`src/rtl/mult_repadd_seq.sv`:
```
// -----------------------------------------------------------------------------
// mult_repadd_seq
//   Unsigned multiplier by repeated addition. A multiplicand register M is
//   added into a 2*WIDTH accumulator once per clock while a down-counter
//   (loaded with the other operand) runs to zero. With SWAP_MIN=1 the smaller
//   operand is used as the count, so the operation takes min(a,b) adds.
//
//   Parameters
//     WIDTH     operand width; product is 2*WIDTH bits
//     SWAP_MIN  1: count with min(a,b), add max(a,b); 0: add a, count b
//
//   Ports
//     i_clk      rising-edge clock
//     i_rst_n    asynchronous active-low reset
//     i_start    request, accepted only while o_ready=1
//     i_abort    cancels an operation in RUN (no done, product cleared)
//     i_a_in     operand A, sampled on the accepting edge only
//     i_b_in     operand B, sampled on the accepting edge only
//     o_ready    high in IDLE
//     o_busy     high in RUN
//     o_done     one-cycle pulse, product valid
//     o_product  result, held from done until replaced by a later operation
//
//   Timing: start accepted at edge k with count N -> o_done high after edge
//   k+N+1, back in IDLE after edge k+N+2.
// -----------------------------------------------------------------------------
module mult_repadd_seq #(
  parameter int WIDTH    = 8,
  parameter bit SWAP_MIN = 1'b1
) (
  input  logic               i_clk,
  input  logic               i_rst_n,
  input  logic               i_start,
  input  logic               i_abort,
  input  logic [WIDTH-1:0]   i_a_in,
  input  logic [WIDTH-1:0]   i_b_in,
  output logic               o_ready,
  output logic               o_busy,
  output logic               o_done,
  output logic [2*WIDTH-1:0] o_product
);

  typedef enum logic [1:0] {
    ST_IDLE = 2'd0,
    ST_RUN  = 2'd1,
    ST_DONE = 2'd2
  } state_t;

  state_t               r_state;
  state_t               w_state_nxt;
  logic [WIDTH-1:0]     r_m;
  logic [WIDTH-1:0]     w_m_nxt;
  logic [WIDTH-1:0]     r_cnt;
  logic [WIDTH-1:0]     w_cnt_nxt;
  logic [2*WIDTH-1:0]   r_acc;
  logic [2*WIDTH-1:0]   w_acc_nxt;
  logic [2*WIDTH-1:0]   r_product;
  logic [2*WIDTH-1:0]   w_product_nxt;
  logic                 r_ready;
  logic                 r_busy;
  logic                 r_done;
  logic                 w_swap;

  // Swap only on a strict less-than so that ties keep M = a.
  assign w_swap = SWAP_MIN && (i_a_in < i_b_in);

  // Next-state and datapath update for the IDLE/RUN/DONE sequence.
  always_comb begin
    w_state_nxt   = r_state;
    w_m_nxt       = r_m;
    w_cnt_nxt     = r_cnt;
    w_acc_nxt     = r_acc;
    w_product_nxt = r_product;
    case (r_state)
      ST_IDLE: begin
        if (i_start) begin
          w_state_nxt = ST_RUN;
          w_m_nxt     = w_swap ? i_b_in : i_a_in;
          w_cnt_nxt   = w_swap ? i_a_in : i_b_in;
          w_acc_nxt   = {(2*WIDTH){1'b0}};
        end else begin
          w_state_nxt = ST_IDLE;
        end
      end
      ST_RUN: begin
        // Abort wins over both completion and another add.
        if (i_abort) begin
          w_state_nxt   = ST_IDLE;
          w_product_nxt = {(2*WIDTH){1'b0}};
        end else if (r_cnt == {WIDTH{1'b0}}) begin
          w_state_nxt   = ST_DONE;
          w_product_nxt = r_acc;
        end else begin
          w_acc_nxt = r_acc + {{WIDTH{1'b0}}, r_m};
          w_cnt_nxt = r_cnt - {{(WIDTH-1){1'b0}}, 1'b1};
        end
      end
      ST_DONE: begin
        w_state_nxt = ST_IDLE;
      end
      default: begin
        w_state_nxt = ST_IDLE;
      end
    endcase
  end

  // State, datapath and output registers; status flags decoded from next state.
  always_ff @(posedge i_clk or negedge i_rst_n) begin
    if (!i_rst_n) begin
      r_state   <= ST_IDLE;
      r_m       <= {WIDTH{1'b0}};
      r_cnt     <= {WIDTH{1'b0}};
      r_acc     <= {(2*WIDTH){1'b0}};
      r_product <= {(2*WIDTH){1'b0}};
      r_ready   <= 1'b1;
      r_busy    <= 1'b0;
      r_done    <= 1'b0;
    end else begin
      r_state   <= w_state_nxt;
      r_m       <= w_m_nxt;
      r_cnt     <= w_cnt_nxt;
      r_acc     <= w_acc_nxt;
      r_product <= w_product_nxt;
      r_ready   <= (w_state_nxt == ST_IDLE);
      r_busy    <= (w_state_nxt == ST_RUN);
      r_done    <= (w_state_nxt == ST_DONE);
    end
  end

  assign o_ready   = r_ready;
  assign o_busy    = r_busy;
  assign o_done    = r_done;
  assign o_product = r_product;

endmodule
```
`config.mk`:
```
export PLATFORM = sky130hd
export DESIGN_NAME = mult_repadd_seq
export DESIGN_NICKNAME = d
export VERILOG_FILES = /design/src/rtl/mult_repadd_seq.sv
export SDC_FILE = /design/constraint.sdc
export NUM_CORES = 1
export LEC_CHECK = 0
export BUFFER_PORTS_ARGS = -buffer_cell sky130_fd_sc_hd__buf_2
export CORE_AREA = 2 2 76 78
export CTS_BUF_LIST = sky130_fd_sc_hd__clkbuf_4 sky130_fd_sc_hd__clkbuf_8 sky130_fd_sc_hd__clkbuf_16
export DETAILED_ROUTE_END_ITERATION = 8
export DIE_AREA = 0 0 78 80
export PLACE_DENSITY = 0.81
export SYNTH_ARGS = -nofsm -noshare
export SYNTH_HDL_FRONTEND = slang
export SYNTH_SLANG_ARGS = --single-unit
```
`constraint.sdc`:
```
create_clock -name i_clk -period 2.2 [get_ports i_clk]
set_clock_uncertainty 0.05 [all_clocks]
set_input_delay 0 -clock i_clk [delete_from_list [all_inputs] [get_ports i_clk]]
set_output_delay 0 -clock i_clk [all_outputs]
set_load 0.1 [all_outputs]
```
==> out/metrics.csv, run 1 <==
metric,value,unit
synth_xor_area_share,2.312,%
power_density,946.7,nW/um2
min_period_over_period,96.85,%
swShare,37.73,%
ys_warn_count,0,
async_flop_share,100.0,%
crit_top_cell,o21a_1,
crit_path_start_kind,register,
slew_viol_final,0,
tightest_slew,0.7674,ns
antenna_found_initial,0,
yosys-mux-area-fraction,4.955,%
cts_htree_levels,2,
cts_tree,built,
seq_power_share,39.6,%
cpPeakStageDelay,0.43,ns
worst-setup-path-type,register to register,
leakagePower,1.790,nW
first_iter_violations,150,
critPathMaxFanout,4,
fill_cells,434,
finalSetupViolCount,0,
slew_headroom,48.84,%
cap_violations,0,
max_freq,0.4693,GHz
dp_hpwl,5.043,mm
hold_path_class,input port to register,
core,5405,um2
power.net_switching,1.311,mW
first_pass_iters,4,
yosysTopAreaCell,dfrtp_1,
clock_latency,0.31,ns
clock-root-buffer,clkbuf_8,
synth_top_area_share,42.94,%
die_area,6240,um2
cts-buffers-inserted,5,
period_needed,2.131,ns
num_vias,2631,
yosysSeqAreaShare,43.81,%
grt_max_degree,36,
synth.cell_area,3030,um2
holdWs,0.03147,ns
io_buffers,38,
overflow,0,
finalHoldViolCount,0,
synth_cell_types,54,
p_int,2.163,mW
synthSimpleGateAreaFrac,16.35,%
wire_per_inst,16.52,um
die_w,78,um
worstPathCellList,"ha_4, inv_2, fa_2, nor2b_2, o31a_1, o21a_1, o21a_1, o211ai_1, mux2i_1",
initial_core_util,56.06,%
postPlaceCellArea,3321,um2
stdcell_area,3670,um2
rsz0062_at_grt,yes,
required,2.39,ns
wl,7.268,mm
drtAntennaViolNets,0,
end_kind,register,
grt_pass1_wl,12.23,mm
num_antenna_cells,0,
grt_usage,25.03,%
cp_slowest_cell,dfrtp_1,
grt_pass1_vias,2745,
area_growth_syn_to_layout,21.10,%
power.share.clock,22.8,%
syn_area_per_cell,9.903,um2
synth-edff-count,0,
synthTopCellsByArea,"dfrtp_1, ha_1, mux2i_1",
cts_sinks,53,
ys_seq_elements,53,
ios,39,
final_layout_size_suffix_gt1_share,20.38,%
final_nets,405,
vias_per_cell,5.980,
gp_congestion,0.8892,
status,"finished, final reports clean",
yosys.area_share.adder,7.680,%
synth_top_family_by_area,compound AO/OA/AOI/OAI gates,
drc,0,
synth_compound_area_share,21.02,%
arrival,2.32,ns
comb_power_share,37.6,%
synth_fp_nets,344,
clock_path_buffers,2,
peakVddDrop,0.3554,mV
path_clk_slew,0.10,ns
ys.flop_type,dfrtp_1,
rows,27,
synthCells,306,
die_height,80,um
-- power groups by stage --
stage | registers, mW | clock network, mW | logic (mW)
2_1_floorplan | 1.38 | 0 | 0.889
3_3_place_gp | 1.36 | 0 | 1.17
3_5_place_dp | 1.38 | 0 | 1.21
4_1_cts | 1.36 | 0.798 | 1.27
5_1_grt | 1.40 | 0.840 | 1.46
6_report | 1.38 | 0.792 | 1.31
-- layout make-up --
class | count | area (um2) | share of cell area, %
flip-flops and latches | 53 | 1328 | 36.17
repair buffers | 67 | 454.2 | 12.38
clock buffers | 5 | 68.82 | 1.875
inverters | 14 | 52.55 | 1.432
clock inverters | 3 | 68.82 | 1.875
well taps | 72 | 90.09 | 2.455
multi-input cells | 226 | 1608 | 43.81
-- metrics by stage --
stage | TNS, ns | util [%] | cells | total power, mW | setup WS (ns)
3_3_place_gp | 0 | 61.44 | 413 | 2.535 | 0.1076
2_1_floorplan | 0 | - | 306 | 2.264 | 0.1809
4_1_cts | 0 | 67.36 | 439 | 3.430 | 0.01444
6_report | 0 | 67.89 | 440 | 3.474 | 0.06925
5_1_grt | -0.09456 | 67.89 | 440 | 3.703 | -0.04773
3_5_place_dp | 0 | 61.44 | 413 | 2.595 | 0.01070
-- synth_stat cells, types with 4 or more instances --
| master | count |
|---|---|
| a21oi_1 | 14 |
| a22o_1 | 17 |
| and2_1 | 5 |
| buf_2 | 4 |
| clkbuf_1 | 5 |
| dfrtp_1 | 52 |
| ha_1 | 17 |
| inv_1 | 13 |
| mux2i_1 | 15 |
| nand2_1 | 24 |
| nand3_1 | 16 |
| nand4_1 | 6 |
| nor2_1 | 20 |
| nor3_1 | 4 |
| o211ai_1 | 6 |
| o21a_1 | 6 |
| o21ai_0 | 8 |
| o21ai_1 | 16 |
| xnor2_1 | 4 |
| xor2_1 | 4 |
-- per-layer routing --
metal	vias to the layer above	part of all wire [%]	routed length, um	track usage (%)
li1	1243	-	-	-
met1	1246	40	2910	29.43
met2	115	50	3629	44.66
met3	27	6.1	442	3.733
met4	0	3.9	285	12.46
met5	-	0	0	0
-- critical path: cells and delay by family (launching register included) --
kind / cells / cell delay, ns
AO/OA/AOI/OAI: 4 / 0.84
flip-flops: 1 / 0.43
adder cells (fa/ha/maj): 2 / 0.41
multiplexers: 1 / 0.21
buffers and inverters: 1 / 0.06
AND/OR/NAND/NOR: 1 / 0.05
-- cells in the final DEF (no fill, tap or decap), types with 4 or more instances in the layout --
| master | synthesis | final |
|---|---|---|
| a21oi_1 | 14 | 14 |
| a22o_1 | 17 | 17 |
| and2_1 | 5 | 5 |
| buf_2 | 4 | 38 |
| buf_4 | 1 | 11 |
| clkbuf_8 | 0 | 5 |
| dfrtp_1 | 52 | 52 |
| dlygate4sd3_1 | 0 | 17 |
| ha_1 | 17 | 16 |
| inv_1 | 13 | 12 |
| mux2i_1 | 15 | 15 |
| nand2_1 | 24 | 24 |
| nand3_1 | 16 | 16 |
| nand4_1 | 6 | 6 |
| nor2_1 | 20 | 20 |
| nor3_1 | 4 | 4 |
| o211ai_1 | 6 | 6 |
| o21a_1 | 6 | 6 |
| o21ai_0 | 8 | 7 |
| o21ai_1 | 16 | 17 |
| xnor2_1 | 4 | 4 |
| xor2_1 | 4 | 4 |
-- registers in the layout (all words and copies together), names as in the netlist --
register	cells
o_product	16
r_acc	16
r_cnt	8
r_m	8
r_state	2
o_busy	1
o_done	1
o_ready	1
-- final timing paths --
| kind | start | slack [ns] | cells after the start | end |
|---|---|---|---|---|
| max | r_acc[0] | 0.07 | 9 | r_acc[12] |
| max in group asynchronous | i_rst_n | 1.17 | 3 | r_cnt[5] |
| min reg2reg | o_product[10] | 0.45 | 1 | o_product[10] |
| min | i_abort | 0.03 | 4 | r_acc[0] |
| min in group asynchronous | i_rst_n | 0.24 | 2 | r_acc[5] |
| max reg2reg | r_acc[0] | 0.07 | 9 | r_acc[12] |
-- logic make-up after synthesis --
family / count (synthesis)
AO/OA/AOI/OAI: 90
buffers and inverters: 27
multiplexers: 15
AND/OR/NAND/NOR: 95
adder cells (fa/ha/maj): 18
XOR/XNOR: 8
flip-flops: 53
-- what timing repair did --
action	4_1_cts	5_1_grt
setup buffers	1	1
hold buffers	17	0
pin swaps	1	4
hold endpoints to repair	46	0
setup endpoints to repair	1	6
resized for setup	2	6
Note: power is estimated with default switching activity, not from simulation.
==> inputs of run 2 (changes only) <==
Settings changed: CORE_AREA 2 2 76 78 to 2 2 86 88, DIE_AREA 0 0 78 80 to 0 0 88 90, PLACE_DENSITY 0.81 to 0.66, RECOVER_POWER from default to 50, SLEW_MARGIN from default to 10.
==> run 2 against run 1 <==
Effect of this change: global-route usage decreased by 6.9 points; sequential power barely moved; flip-flop and latch count is the same; combinational power barely moved; critical path type unchanged; critical endpoint unchanged; largest cell class unchanged; largest power group unchanged.
==> out/metrics.csv, run 2 (same netlist as run 1, synthesis figures left out) <==
metric,value,unit,change
hold_path.startpoint,i_abort,,unchanged
drc,0,,unchanged
dp_slack,0.03901,ns,was 0.01070 ns
setup_ws,0.04266,ns,was 0.06925 ns
first_pass_iters,4,,unchanged
io_buffers,38,,unchanged
fill_cells,647,,was 434
max_freq,0.4635,GHz,was 0.4693 GHz
crit_path_start_kind,register,,unchanged
initial_core_util,43.17,%,was 56.06%
grt_pass1_wl,11.44,mm,was 12.23 mm
arrival,2.34,ns,was 2.32 ns
stdcell_area,3680,um2,was 3670 um2
finalNonFillerCells,467,,was 440
rows,31,,was 27
reg2reg_from,r_m[2],,was r_acc[0]
overflow,0,,unchanged
leakagePower,1.745,nW,was 1.790 nW
cts_sinks,53,,unchanged
die_w,88,um,was 78 um
cts-buffers-inserted,5,,unchanged
final_layout_size_suffix_gt1_share,17.93,%,was 20.38%
num_antenna_cells,0,,unchanged
rsz0062_at_grt,yes,,unchanged
grt_max_degree,29,,was 36
num_vias,2527,,was 2631
wire_per_inst,14.81,um,was 16.52 um
ios,39,,unchanged
power_density,908.7,nW/um2,was 946.7 nW/um2
die_area,7920,um2,was 6240 um2
peakVddDrop,0.3388,mV,was 0.3554 mV
grt_usage,18.10,%,was 25.03%
multiInputGateArea,1603,um2,was 1608 um2
vias_per_cell,5.411,,was 5.980
die_height,90,um,was 80 um
wl,6.915,mm,was 7.268 mm
register_area,1328,um2,unchanged
worst-setup-path-type,register to register,,unchanged
finalSetupViolCount,0,,unchanged
first_iter_violations,105,,was 150
critPathMaxFanout,4,,unchanged
area_growth_syn_to_layout,21.43,%,was 21.10%
core,7020,um2,was 5405 um2
min_period_over_period,98.06,%,was 96.85%
postPlaceCellArea,3372,um2,was 3321 um2
end_kind,register,,unchanged
slew_headroom,8.525,%,was 48.84%
cts_tree,built,,unchanged
final_nets,405,,unchanged
slew_viol_final,0,,unchanged
path_clk_slew,0.10,ns,about the same
status,"finished, final reports clean",,unchanged
critPathLaunch,r_m[2],,was r_acc[0]
finalHoldViolCount,0,,unchanged
dp_hpwl,4.961,mm,was 5.043 mm
tightest_slew,1.372,ns,was 0.7674 ns
final_common_cell,dfrtp_1,,unchanged
cts_htree_levels,2,,unchanged
clock-root-buffer,clkbuf_8,,unchanged
holdWs,0.02664,ns,was 0.03147 ns
cap_violations,0,,unchanged
drtAntennaViolNets,0,,unchanged
grt_pass1_vias,2438,,was 2745
placed_cells,439,,was 413
required,2.38,ns,was 2.39 ns
final_cell_mix,"dfrtp_1, buf_2, nand2_1",,unchanged
antenna_found_initial,0,,unchanged
setup_tns,0,ns,unchanged
gp_congestion,0.8621,,was 0.8892
clock_path_buffers,2,,unchanged
clock_latency,0.31,ns,about the same
period_needed,2.157,ns,was 2.131 ns
hold_path_class,input port to register,,unchanged
run 2: cell count changes in the layout (fill, tap and decap cells not counted), sizes merged:
cell      change
clkbuf       +10
buf           -9
inv           -1
bufinv        -1
clkinvlp      +1
run 2: worst paths after layout:
path | end | slack [ns] | cells after the start
min in group asynchronous | o_product[2] | 0.47 | 2
min | r_acc[0] | 0.03 | 4
max in group asynchronous | r_acc[12] | 0.36 | 3
max reg2reg | r_acc[12] | 0.04 | 7
min reg2reg | o_product[11] | 0.45 | 1
max | r_acc[12] | 0.04 | 7
run 2: report_power, final:
| part | switching, mW | internal [mW] | total, mW |
|---|---|---|---|
| logic | 0.741 | 0.546 | 1.29 |
| registers | 0.206 | 1.16 | 1.37 |
| clock network | 0.320 | 0.370 | 0.690 |
| total | 1.27 | 2.08 | 3.34 |
run 2: what timing repair did:
action / 4_1_cts / 5_1_grt
endpoints found under the setup margin: 0 / 7
gates resized for setup: 0 / 8
buffers inserted: 0 / 3
endpoints found under the hold margin: 40 / 0
hold buffers: 17 / 0
run 2: metal layers:
layer	part of all wire [%]	track usage (%)	up-vias	routed length [um]
li1	-	-	1248	-
met1	46	23.48	1227	3184
met2	51	30.68	48	3495
met3	2.4	2.938	4	163
met4	1.0	5.256	0	72
met5	0	0	-	0
run 2: through the flow:
stage	utilization, %	power, mW
floorplan	-	2.264
global placement	48.03	2.560
detailed placement	48.03	2.589
CTS	52.17	3.310
global route	52.41	3.590
finish	52.41	3.344
run 2: area by class of cell:
class                   count  area share, %
clock buffers               6          2.244
clock inverters             2          1.020
inverters                  14          1.428
multi-input cells         226          43.56
flip-flops and latches     53          36.08
well taps                  99          3.366
repair buffers             67          12.31
run 2: worst max-delay path: stages, from the launching register on:
cell and delay, ns:
dfrtp_1 0.40, ha_1 0.35, nor2b_2 0.18, o31a_1 0.33, o21a_1 0.22, o21a_1 0.17
o211ai_1 0.19, mux2i_1 0.20
==> inputs of run 3 (changes only) <==
Settings changed: CORE_AREA 2 2 86 88 to 2 2 104 106, DIE_AREA 0 0 88 90 to 0 0 106 108, PLACE_DENSITY 0.66 to 0.49.
==> run 3 against run 2 <==
Effect of this change: sequential power hardly changed; combinational power about the same; register-to-register slack about the same; cell area increased by 1.4%; sequential share of layout area down 0.51 points; critical path depth grew 2; flip-flop and latch count did not move; final cell count grew 8.6%; global-route usage is 4.9 points lower; die area increased by 45%; critical endpoint unchanged; largest power group unchanged.
==> out/metrics.csv, run 3 (same netlist as run 1, synthesis figures left out) <==
metric,value,unit,change
status,"finished, final reports clean",,unchanged
reg2reg_from,r_m[0],,was r_m[2]
clock_path_buffers,2,,unchanged
final_cell_mix,"dfrtp_1, buf_2, nand2_1",,unchanged
core,10230,um2,was 7020 um2
die_area,11450,um2,was 7920 um2
final_common_cell,dfrtp_1,,unchanged
path_clk_slew,0.10,ns,about the same
io_buffers,38,,unchanged
grt_pass1_vias,2443,,was 2438
hold_path_depth,3,,was 4
final_layout_size_suffix_gt1_share,18.87,%,was 17.93%
worst-setup-path-type,register to register,,unchanged
setup_tns,0,ns,unchanged
p_int,1.985,mW,was 2.077 mW
ios,39,,unchanged
critPathMaxFanout,4,,unchanged
slew_viol_final,0,,unchanged
cts_tree,built,,unchanged
overflow,0,,unchanged
grt_usage,13.23,%,was 18.10%
crit_path_start_kind,register,,unchanged
tightest_slew,1.309,ns,was 1.372 ns
peakVddDrop,0.3033,mV,was 0.3388 mV
max_freq,0.4629,GHz,was 0.4635 GHz
finalSetupViolCount,0,,unchanged
die_height,108,um,was 90 um
num_antenna_cells,0,,unchanged
power_density,876.1,nW/um2,was 908.7 nW/um2
seq_power_share,42.1,%,was 40.9%
drc,0,,unchanged
grt_pass1_wl,12.12,mm,was 11.44 mm
min_period_over_period,98.20,%,was 98.06%
placed_cells,477,,was 439
initial_core_util,29.62,%,was 43.17%
power.net_switching,1.284,mW,was 1.267 mW
final_nets,408,,was 405
finalNonFillerCells,507,,was 467
slew_headroom,12.74,%,was 8.525%
grt_max_degree,54,,was 29
holdPathEnd,o_ready,,was r_acc[0]
leakagePower,1.742,nW,was 1.745 nW
postPlaceCellArea,3401,um2,was 3372 um2
required,2.39,ns,was 2.38 ns
arrival,2.35,ns,was 2.34 ns
finalHoldViolCount,0,,unchanged
cts_sinks,53,,unchanged
r2r_end,r_acc[12],,unchanged
swShare,39.28,%,was 37.88%
wire_per_inst,14.29,um,was 14.81 um
r2r_slack,0.04,ns,about the same
drtAntennaViolNets,0,,unchanged
first_pass_iters,4,,unchanged
reg2reg_depth,9,,was 7
hold_path.startpoint,i_abort,,unchanged
hold_path_class,input port to register,,unchanged
antenna_found_initial,0,,unchanged
total_power,3.270,mW,was 3.344 mW
die_w,106,um,was 88 um
register_area,1328,um2,unchanged
period_needed,2.160,ns,was 2.157 ns
clock_latency,0.31,ns,about the same
gp_congestion,0.7540,,was 0.8621
stdcell_area,3732,um2,was 3680 um2
fill_cells,1046,,was 647
end_kind,register,,unchanged
cts_htree_levels,2,,unchanged
rows,37,,was 31
clock-root-buffer,clkbuf_8,,unchanged
first_iter_violations,111,,was 105
wl,7.245,mm,was 6.915 mm
power.share.clock,18.1,%,was 20.6%
dp_hpwl,5.132,mm,was 4.961 mm
holdWs,0.08710,ns,was 0.02664 ns
cts-buffers-inserted,5,,unchanged
cap_violations,0,,unchanged
vias_per_cell,4.890,,was 5.411
area_growth_syn_to_layout,23.16,%,was 21.43%
comb_power_share,39.8,%,was 38.5%
multiInputGateArea,1624,um2,was 1603 um2
num_vias,2479,,was 2527
rsz0062_at_grt,yes,,unchanged
[run 3: final cells by class]
cell class / count / share of cell area (%)
clock buffer: 6 / 2.213
clock inverter: 2 / 0.3688
inverter: 14 / 1.408
multi-input combinational: 226 / 43.51
sequential: 53 / 35.57
tap: 136 / 4.559
timing repair buffer: 70 / 12.37
[run 3: timing repair]
item / in CTS / in global routing
resized for setup: 0 / 8
hold buffers: 18 / 0
setup endpoints to repair: 0 / 6
hold endpoints to repair: 67 / 0
setup buffers: 0 / 4
[run 3: power groups by stage]
stage / combinational (mW) / clock [mW] / sequential [mW]
after global placement: 1.21 / 0 / 1.37
after floorplan: 0.889 / 0 / 1.38
after global routing: 1.48 / 0.640 / 1.41
after detailed placement: 1.22 / 0 / 1.38
final: 1.30 / 0.591 / 1.38
after CTS: 1.26 / 0.616 / 1.36
[run 3: worst max path at each step]
| stage | end | startpoint | cells past startpoint | slack, ns |
|---|---|---|---|---|
| after global routing | r_acc[12] | r_m[0] | 9 | -0.09 |
| final | r_acc[12] | r_m[0] | 9 | 0.04 |
| after global placement | r_acc[12] | r_acc[0] | 9 | 0.08 |
| after CTS | r_acc[12] | r_m[0] | 9 | 0.002 |
| after floorplan | r_acc[12] | r_m[0] | 9 | 0.18 |
| after detailed placement | r_acc[12] | r_m[0] | 9 | 0.04 |
[run 3: metal layers]
metal | share of wire, % | vias to the layer above | wire, um | global-route usage, %
met1 | 49 | 1176 | 3570 | 18.36
met2 | 47 | 51 | 3393 | 21.66
li1 | - | 1247 | - | -
met3 | 2.8 | 5 | 202 | 2.049
met5 | 0 | - | 0 | 0
met4 | 1.1 | 0 | 79 | 3.477
[run 3: stage by stage]
stage / setup WS [ns] / utilization, %
6_report: 0.03967 / 36.48
5_1_grt: -0.09115 / 36.48
4_1_cts: 0.002201 / 35.94
3_5_place_dp: 0.03523 / 33.24
3_3_place_gp: 0.08022 / 33.24
2_1_floorplan: 0.1809 / -
[run 3: critical path: stages, from the launching register on]
cell	delay (ns)
dfrtp_1	0.43
ha_4	0.19
inv_2	0.06
fa_2	0.21
nor2b_2	0.05
o31a_1	0.32
o21a_1	0.22
o21a_1	0.17
o211ai_1	0.20
mux2i_1	0.19
